**config.mk**
```make
export PLATFORM = sky130hd
export DESIGN_NAME = fft_modulus_calc_flat
export DESIGN_NICKNAME = d
export VERILOG_FILES = /design/src/rtl/fft_modulus_calc_if.sv /design/src/rtl/fft_modulus_calc.sv /design/src/flat_wrapper.sv
export SDC_FILE = /design/constraint.sdc
export NUM_CORES = 1
export LEC_CHECK = 0
export ABC_CLOCK_PERIOD_IN_PS = 8500
export BUFFER_PORTS_ARGS = -buffer_cell sky130_fd_sc_hd__buf_2
export CORE_UTILIZATION = 40
export CTS_CLUSTER_DIAMETER = 80
export DETAILED_ROUTE_END_ITERATION = 10
export HOLD_SLACK_MARGIN = 0.15
export SLEW_MARGIN = 20
export SYNTH_ARGS = -nofsm -noshare
export SYNTH_HDL_FRONTEND = slang
export SYNTH_SLANG_ARGS = --single-unit
```
**constraint.sdc**
```tcl
create_clock -name clk -period 8.5 [get_ports clk]
set_input_delay 1.275 -clock clk [delete_from_list [all_inputs] [get_ports clk]]
set_output_delay 1.275 -clock clk [all_outputs]
set_load 0.01 [all_outputs]
```
**src/rtl/fft_modulus_calc_if.sv**
```systemverilog
// Streaming bundle for the squared-modulus stage: complex FFT samples in,
// unsigned re^2+im^2 out, each side with its own valid/ready handshake.
interface fft_modulus_calc_if #(
    parameter int DW = 16
);
    logic                 s_valid;
    logic signed [DW-1:0] s_re;
    logic signed [DW-1:0] s_im;
    logic                 s_last;
    logic                 s_ready;
    logic                 m_valid;
    logic [2*DW-1:0]      m_data;
    logic                 m_last;
    logic                 m_ready;

    modport slave (
        input  s_valid, s_re, s_im, s_last, m_ready,
        output s_ready, m_valid, m_data, m_last
    );

    modport master (
        output s_valid, s_re, s_im, s_last, m_ready,
        input  s_ready, m_valid, m_data, m_last
    );
endinterface

```
**src/rtl/fft_modulus_calc.sv**
```systemverilog
// Three-stage elastic pipeline computing |X|^2 = re^2 + im^2 per FFT bin,
// with a frame-length monitor that raises a sticky error on bad frame sizes.
module fft_modulus_calc #(
    parameter int DW = 16,
    parameter int N  = 1024,
    parameter int CW = 10
) (
    input  logic                 clk,
    input  logic                 rst,
    fft_modulus_calc_if.slave    bus,
    output logic                 len_err
);

    localparam logic [CW-1:0] LAST_IDX = CW'(N - 1);

    // Stage valid bits
    logic v1_reg;
    logic v2_reg;
    logic v3_reg;

    // Stage 1: captured operands
    logic signed [DW-1:0] re1_reg;
    logic signed [DW-1:0] im1_reg;
    logic                 last1_reg;

    // Stage 2: squares (non-negative, so the sign bit is dropped)
    logic [2*DW-2:0] sq_re2_reg;
    logic [2*DW-2:0] sq_im2_reg;
    logic            last2_reg;

    // Stage 3: sum
    logic [2*DW-1:0] sum3_reg;
    logic            last3_reg;

    // Frame-length monitor
    logic [CW-1:0] cnt_reg;
    logic          len_err_reg;

    // Each stage may load when it is empty or its content is leaving.
    logic load1;
    logic load2;
    logic load3;
    logic s_ready_int;
    logic in_xfer;

    assign load3       = ~v3_reg | bus.m_ready;
    assign load2       = ~v2_reg | load3;
    assign load1       = ~v1_reg | load2;
    assign s_ready_int = ~rst & load1;
    assign in_xfer     = bus.s_valid & s_ready_int;

    assign bus.s_ready = s_ready_int;
    assign bus.m_valid = v3_reg & ~rst;
    assign bus.m_data  = sum3_reg;
    assign bus.m_last  = last3_reg;
    assign len_err     = len_err_reg;

    // Sign-extend before multiplying so the full 2*DW product is formed.
    logic signed [2*DW-1:0] re_ext;
    logic signed [2*DW-1:0] im_ext;
    logic signed [2*DW-1:0] prod_re;
    logic signed [2*DW-1:0] prod_im;
    logic [2*DW-1:0]        sum_next;

    assign re_ext   = {{DW{re1_reg[DW-1]}}, re1_reg};
    assign im_ext   = {{DW{im1_reg[DW-1]}}, im1_reg};
    assign prod_re  = re_ext * re_ext;
    assign prod_im  = im_ext * im_ext;
    assign sum_next = {1'b0, sq_re2_reg} + {1'b0, sq_im2_reg};

    always_ff @(posedge clk) begin
        if (rst) begin
            v1_reg    <= 1'b0;
            re1_reg   <= '0;
            im1_reg   <= '0;
            last1_reg <= 1'b0;
        end else if (load1) begin
            v1_reg <= bus.s_valid;
            if (bus.s_valid) begin
                re1_reg   <= bus.s_re;
                im1_reg   <= bus.s_im;
                last1_reg <= bus.s_last;
            end
        end
    end

    always_ff @(posedge clk) begin
        if (rst) begin
            v2_reg     <= 1'b0;
            sq_re2_reg <= '0;
            sq_im2_reg <= '0;
            last2_reg  <= 1'b0;
        end else if (load2) begin
            v2_reg <= v1_reg;
            if (v1_reg) begin
                sq_re2_reg <= prod_re[2*DW-2:0];
                sq_im2_reg <= prod_im[2*DW-2:0];
                last2_reg  <= last1_reg;
            end
        end
    end

    always_ff @(posedge clk) begin
        if (rst) begin
            v3_reg    <= 1'b0;
            sum3_reg  <= '0;
            last3_reg <= 1'b0;
        end else if (load3) begin
            v3_reg <= v2_reg;
            if (v2_reg) begin
                sum3_reg  <= sum_next;
                last3_reg <= last2_reg;
            end
        end
    end

    // An overrun (N beats without last) flags an error and starts a new frame.
    always_ff @(posedge clk) begin
        if (rst) begin
            cnt_reg     <= '0;
            len_err_reg <= 1'b0;
        end else if (in_xfer) begin
            if (bus.s_last) begin
                cnt_reg <= '0;
                if (cnt_reg != LAST_IDX) begin
                    len_err_reg <= 1'b1;
                end
            end else if (cnt_reg == LAST_IDX) begin
                cnt_reg     <= '0;
                len_err_reg <= 1'b1;
            end else begin
                cnt_reg <= cnt_reg + CW'(1);
            end
        end
    end

endmodule

```
**src/flat_wrapper.sv**
```systemverilog
// flat-port wrapper written by rule: the top's interface ports become plain ports
module fft_modulus_calc_flat 
#(
    parameter int DW = 16,
    parameter int N  = 1024,
    parameter int CW = 10
)
  (clk, rst, len_err, bus_s_valid, bus_s_re, bus_s_im, bus_s_last, bus_m_ready, bus_s_ready, bus_m_valid, bus_m_data, bus_m_last);
  fft_modulus_calc_if #(.DW(DW)) bus_i ();
  input  logic clk;
  input  logic rst;
  output logic len_err;
  input wire logic [$bits(bus_i.s_valid)-1:0] bus_s_valid;
  input wire logic [$bits(bus_i.s_re)-1:0] bus_s_re;
  input wire logic [$bits(bus_i.s_im)-1:0] bus_s_im;
  input wire logic [$bits(bus_i.s_last)-1:0] bus_s_last;
  input wire logic [$bits(bus_i.m_ready)-1:0] bus_m_ready;
  output wire logic [$bits(bus_i.s_ready)-1:0] bus_s_ready;
  output wire logic [$bits(bus_i.m_valid)-1:0] bus_m_valid;
  output wire logic [$bits(bus_i.m_data)-1:0] bus_m_data;
  output wire logic [$bits(bus_i.m_last)-1:0] bus_m_last;
  assign bus_i.s_valid = bus_s_valid;
  assign bus_i.s_re = bus_s_re;
  assign bus_i.s_im = bus_s_im;
  assign bus_i.s_last = bus_s_last;
  assign bus_i.m_ready = bus_m_ready;
  assign bus_s_ready = bus_i.s_ready;
  assign bus_m_valid = bus_i.m_valid;
  assign bus_m_data = bus_i.m_data;
  assign bus_m_last = bus_i.m_last;
  fft_modulus_calc #(.DW(DW), .N(N), .CW(CW)) u_core (.clk(clk), .rst(rst), .bus(bus_i), .len_err(len_err));
endmodule
```
# [Word-level counts from Yosys, hierarchy flattened]
# Cells that the tools add are included.
[totals] regBits=143 in_bits=37 output_inout_bits=36 word_cells=40
[op_classes] n_addsub=2 mul=2 n_eq_ne=3 mux=5 bitwise=10 n_reduce_logical=5
[ops] op="$mul 16x16->31" n=2
[ops] op="$add 31x31->32" n=1
[ops] op="$mux 10" n=2
[ops] op="$add 10x1->10 const B" n=1
[ops] op="$eq 10x10->1 const B" n=1
[ops] op="$ne 10x10->1 const B" n=1
[ops] op="$reduce_and 2->1" n=3
[ops] op="$not 1->1" n=4
[ops] op="$and 1x1->1" n=3
[ops] op="$mux 1" n=3
[ops] op="$or 1x1->1" n=3
[ops] op="$reduce_and 3->1" n=1
[ops] op="$ne 2x1->1 const B" n=1
[ops] op="$reduce_bool 2->1" n=1

# [Logic depth before layout (Yosys ltp)]
[depth] word_depth=7 ltp_mapped=24

# [Worst setup path before layout]
# OpenSTA, ideal clock, no wires.
[synth_path] kind="register to register" start="register u_core.re1_reg[15]" end="register u_core.sq_re2_reg[30]" t_arrival_ns=5.979 t_required_ns=8.421 setup_slack_ns=2.442 stages_incl_launch_ff=21 n_path_buf=1 synth_period_minus_slack_ns=6.058 path_cell_list="dfxtp_1 clkbuf_1 and2_1 fa_1 inv_1 fa_1 inv_1 fa_1 fa_1 fa_1 inv_1 fa_1 inv_1 ha_1 a21o_1 o21ai_0 o311ai_0 o2111ai_1 a31oi_1 a211o_1 o211ai_1"
[synth_between] elab_chain_cells=1
[synth_rtl] element="start: declaration" line_no="fft_modulus_calc.sv:22" text="logic signed [DW-1:0] re1_reg;"
[synth_rtl] element="start signal: assignment" line_no="fft_modulus_calc.sv:80" text="re1_reg <= bus.s_re;"
[synth_rtl] element="$mul 16x16->31" line_no="fft_modulus_calc.sv:67" text="assign prod_re = re_ext * re_ext;"
[synth_rtl] element="end signal: assignment" line_no="fft_modulus_calc.sv:96" text="sq_re2_reg <= prod_re[2*DW-2:0];"
[synth_rtl] element="end: declaration" line_no="fft_modulus_calc.sv:27" text="logic [2*DW-2:0] sq_re2_reg;"
# Every way passes these cells.
# A chain may end at the register's enable or synchronous reset.

# [Final worst setup path]
# Same ends and word-level chain as after synthesis.

==> results.json <==
{
  "routabilityCongestion": 0.922,
  "setup_viol": 0,
  "final_cell_mix": "inv_1 (643), fa_1 (458), nand2_1 (351), ha_1 (200), a21oi_1 (164)",
  "p_switching_w": 0.00109,
  "clkSinkCount": 141,
  "antennaDiodeCount": 0,
  "drv_slew": 0,
  "timing.fmax_ghz": 0.140,
  "pin_count": 73,
  "wirelength_um": 53800,
  "hp-start": "u_core.bus.m_data[1]",
  "area_delta_synth_final_pct": 7.08,
  "reg2reg_to": "u_core.sq_re2_reg[30]",
  "hold_buffers": 0,
  "relSlewSlack": 0.372,
  "min_path_type": "reg2reg",
  "core_um2": 58000,
  "finalCritPeriodShare": 0.841,
  "synthesis.instances": 2721,
  "largest_reg_flops": 32,
  "hold_end": "u_core.bus.m_data[1]",
  "p_comb_frac": 0.419,
  "gr-total-overflow": 0,
  "grt_max_degree": 77,
  "ys.flop_type": "dfxtp_1",
  "synth_edf_count": 0,
  "grt_pass1_vias": 18876,
  "clk_pin_slew_ns": 0.07,
  "cts-resized-gates": 0,
  "synth_nets": 3416,
  "clock_power_share": 0.298,
  "vdd_drop_max_mv": 0.183,
  "initial_utilization": 0.407,
  "timing.reg2reg.setup_slack_ns": 1.35,
  "firstDrtPassIters": 5,
  "tightest_slew_ns": 0.936,
  "swShare": 0.397,
  "die_area_um2": 60100,
  "power.density_nw_per_um2": 108,
  "cp_data_arrival_time_ns": 7.49,
  "drc": 0,
  "cts_tree": "built",
  "critPathCaptureType": "register",
  "clk_latency_ns": 0.48,
  "avgSynthCellArea_um2": 8.69,
  "multi_input_area_um2": 18000,
  "crit_type": "reg2reg",
  "dieHeight_um": 245,
  "vias": 17674,
  "nets": 3422,
  "maxCapViolCount": 0,
  "detail_route.iter0.violations": 981,
  "whs_path_depth": 2,
  "grtUsageTotal": 0.191,
  "worstPathRequired_ns": 8.85,
  "layout_commonest_cell": "inv_1",
  "hpwl_um": 44400,
  "cts_max_path_buffers": 2,
  "routed_via_density": 5.04,
  "ant_nets": 0,
  "htree_levels": 4,
  "layout-drive-gt1-share": 0.0533,
  "ys_seq_elements": 141,
  "synth_area_um2": 23600,
  "cts_made_buffers": 17,
  "rr_worst_depth": 19,
  "fp-row-count": 88,
  "ff_latch_area_um2": 2820,
  "finalInstanceArea_um2": 25300,
  "grt_pass1_wl_um": 91600,
  "synth_cell_types": 68,
  "startpoint_type": "register",
  "p_leak_nw": 13.0,
  "min_period_ns": 7.15,
  "status": "finished clean",
  "power.share.sequential": 0.283,
  "avgRoutedWirePerCell_um": 15.4,
  "internal_power_w": 0.00165,
  "antenna_found_initial": 0,
  "port_buffers": 72,
  "die_w_um": 245,
  "yosysSeqAreaShare": 0.119,
  "cts_setup_buffers": 0,
  "r2r-start": "u_core.re1_reg[15]",
  "yosys_warnings": 0,
  "crit_fanout": 16,
  "cts_root_buffer": "clkbuf_16",
  "hold_viol_final": 0,
  "tns_ns": 0,
  "rsz0062_at_grt": "false",
  "synthArstFlopShare": 0,
  "placed_area_um2": 24700,
  "finClkSkew_ns": 0.0223,
  "fillers": 5761
}
## synthesized netlist by cell type (3+ instances only)
| cell type | number | area, µm² |
|---|---|---|
| nand4_1 | 9 | 56.3 |
| o21a_1 | 10 | 75.1 |
| nor3b_1 | 8 | 60.1 |
| a21o_1 | 30 | 225 |
| a21boi_0 | 3 | 22.5 |
| nor2_1 | 151 | 567 |
| mux2_2 | 3 | 33.8 |
| nand3_1 | 38 | 190 |
| xor2_1 | 19 | 166 |
| and3_1 | 18 | 113 |
| clkinv_1 | 4 | 15.0 |
| nor4b_1 | 8 | 70.1 |
| inv_1 | 643 | 2410 |
| or2_2 | 6 | 37.5 |
| nand2_1 | 352 | 1320 |
| a211oi_1 | 24 | 180 |
| dfxtp_1 | 141 | 2820 |
| a221o_1 | 3 | 30.0 |
| clkbuf_1 | 78 | 293 |
| buf_1 | 17 | 63.8 |
| o21bai_1 | 7 | 52.6 |
| a31oi_1 | 10 | 62.6 |
| mux2i_1 | 5 | 50.1 |
| or3_1 | 5 | 31.3 |
| a21oi_1 | 164 | 821 |
| or4_1 | 5 | 37.5 |
| nand2b_1 | 9 | 56.3 |
| o21ai_0 | 48 | 240 |
| a31o_2 | 7 | 61.3 |
| fa_1 | 458 | 9170 |
| nor2b_1 | 11 | 68.8 |
| o31ai_1 | 3 | 22.5 |
| xnor2_1 | 73 | 639 |
| ha_1 | 200 | 2500 |
| a211o_1 | 8 | 70.1 |
| and4_1 | 4 | 35.0 |
| nor4_1 | 3 | 18.8 |
| and2_1 | 75 | 469 |
| nor3_1 | 23 | 115 |
| o311ai_0 | 3 | 26.3 |
## power by group through the flow
stage,registers [W],clock network [W],logic [W]
floorplan,0.000743,0,0.000907
global placement,0.000786,0,0.00112
detailed placement,0.000787,0,0.00115
CTS,0.000773,0.000838,0.00116
global route,0.000779,0.000860,0.00132
finish,0.000773,0.000814,0.00115
## cells by family after synthesis
| kind of cell | after synthesis | synth area share |
|---|---|---|
| xor gates and xnor gates | 92 | 0.0341 |
| muxes | 8 | 0.00355 |
| DFF | 141 | 0.119 |
| and+or+nand+nor | 731 | 0.140 |
| buffers and inverters | 742 | 0.118 |
| adders and majority gates | 658 | 0.494 |
| AOI/OAI and AO/OA | 349 | 0.0919 |
## per-stage QoR
| step | hold slack, ns | power, W | cells | utilization | setup slack (ns) |
|---|---|---|---|---|---|
| floorplan | 0.429 | 0.00165 | 2721 | - | 2.44 |
| global placement | 0.440 | 0.00191 | 3473 | 0.426 | 1.64 |
| detailed placement | 0.445 | 0.00194 | 3473 | 0.426 | 1.45 |
| CTS | 0.455 | 0.00277 | 3505 | 0.436 | 1.39 |
| global route | 0.475 | 0.00296 | 3505 | 0.436 | 0.766 |
| finish | 0.453 | 0.00273 | 3505 | 0.436 | 1.35 |
## worst max path at each step
stage	slack, ns	to	start	cells after the start
floorplan	2.44	u_core.sq_re2_reg[30]	u_core.re1_reg[15]	20
global placement	1.64	u_core.sq_re2_reg[30]	u_core.re1_reg[15]	19
finish	1.35	u_core.sq_re2_reg[30]	u_core.re1_reg[15]	19
global route	0.77	u_core.sq_re2_reg[30]	u_core.re1_reg[15]	19
detailed placement	1.45	u_core.sq_re2_reg[30]	u_core.re1_reg[15]	19
CTS	1.39	u_core.sq_re2_reg[30]	u_core.re1_reg[15]	19
## worst max-delay path, cell delays in order (launching register included)
cell       delay [ns]
dfxtp_1          0.49
inv_1            0.49
nor2_1           0.19
fa_1             0.73
inv_1            0.11
fa_1             0.80
inv_1            0.16
fa_1             0.48
fa_1             0.50
fa_1             0.50
inv_1            0.05
fa_1             0.47
inv_1            0.04
ha_1             0.38
nand3_1          0.13
o311ai_0         0.60
o2111ai_1        0.25
a31oi_1          0.36
a211o_1          0.19
o211ai_1         0.08
## area by class of cell
class	count	share of cell area
Sequential cell	141	0.112
Clock buffer	19	0.0175
Tap cell	765	0.0378
Inverter	647	0.0959
Multi-Input combinational cell	1838	0.713
Clock inverter	13	0.00697
Timing Repair Buffer	82	0.0173
## routing by layer
metal | vias to the layer above | wire, µm | GRT usage
met5 | - | 0 | 0
met3 | 78 | 2080 | 0.0258
li1 | 8325 | - | -
met4 | 0 | 1130 | 0.0592
met2 | 375 | 26900 | 0.331
met1 | 8896 | 23700 | 0.247
No activity file was read; power rests on OpenSTA's default activity.
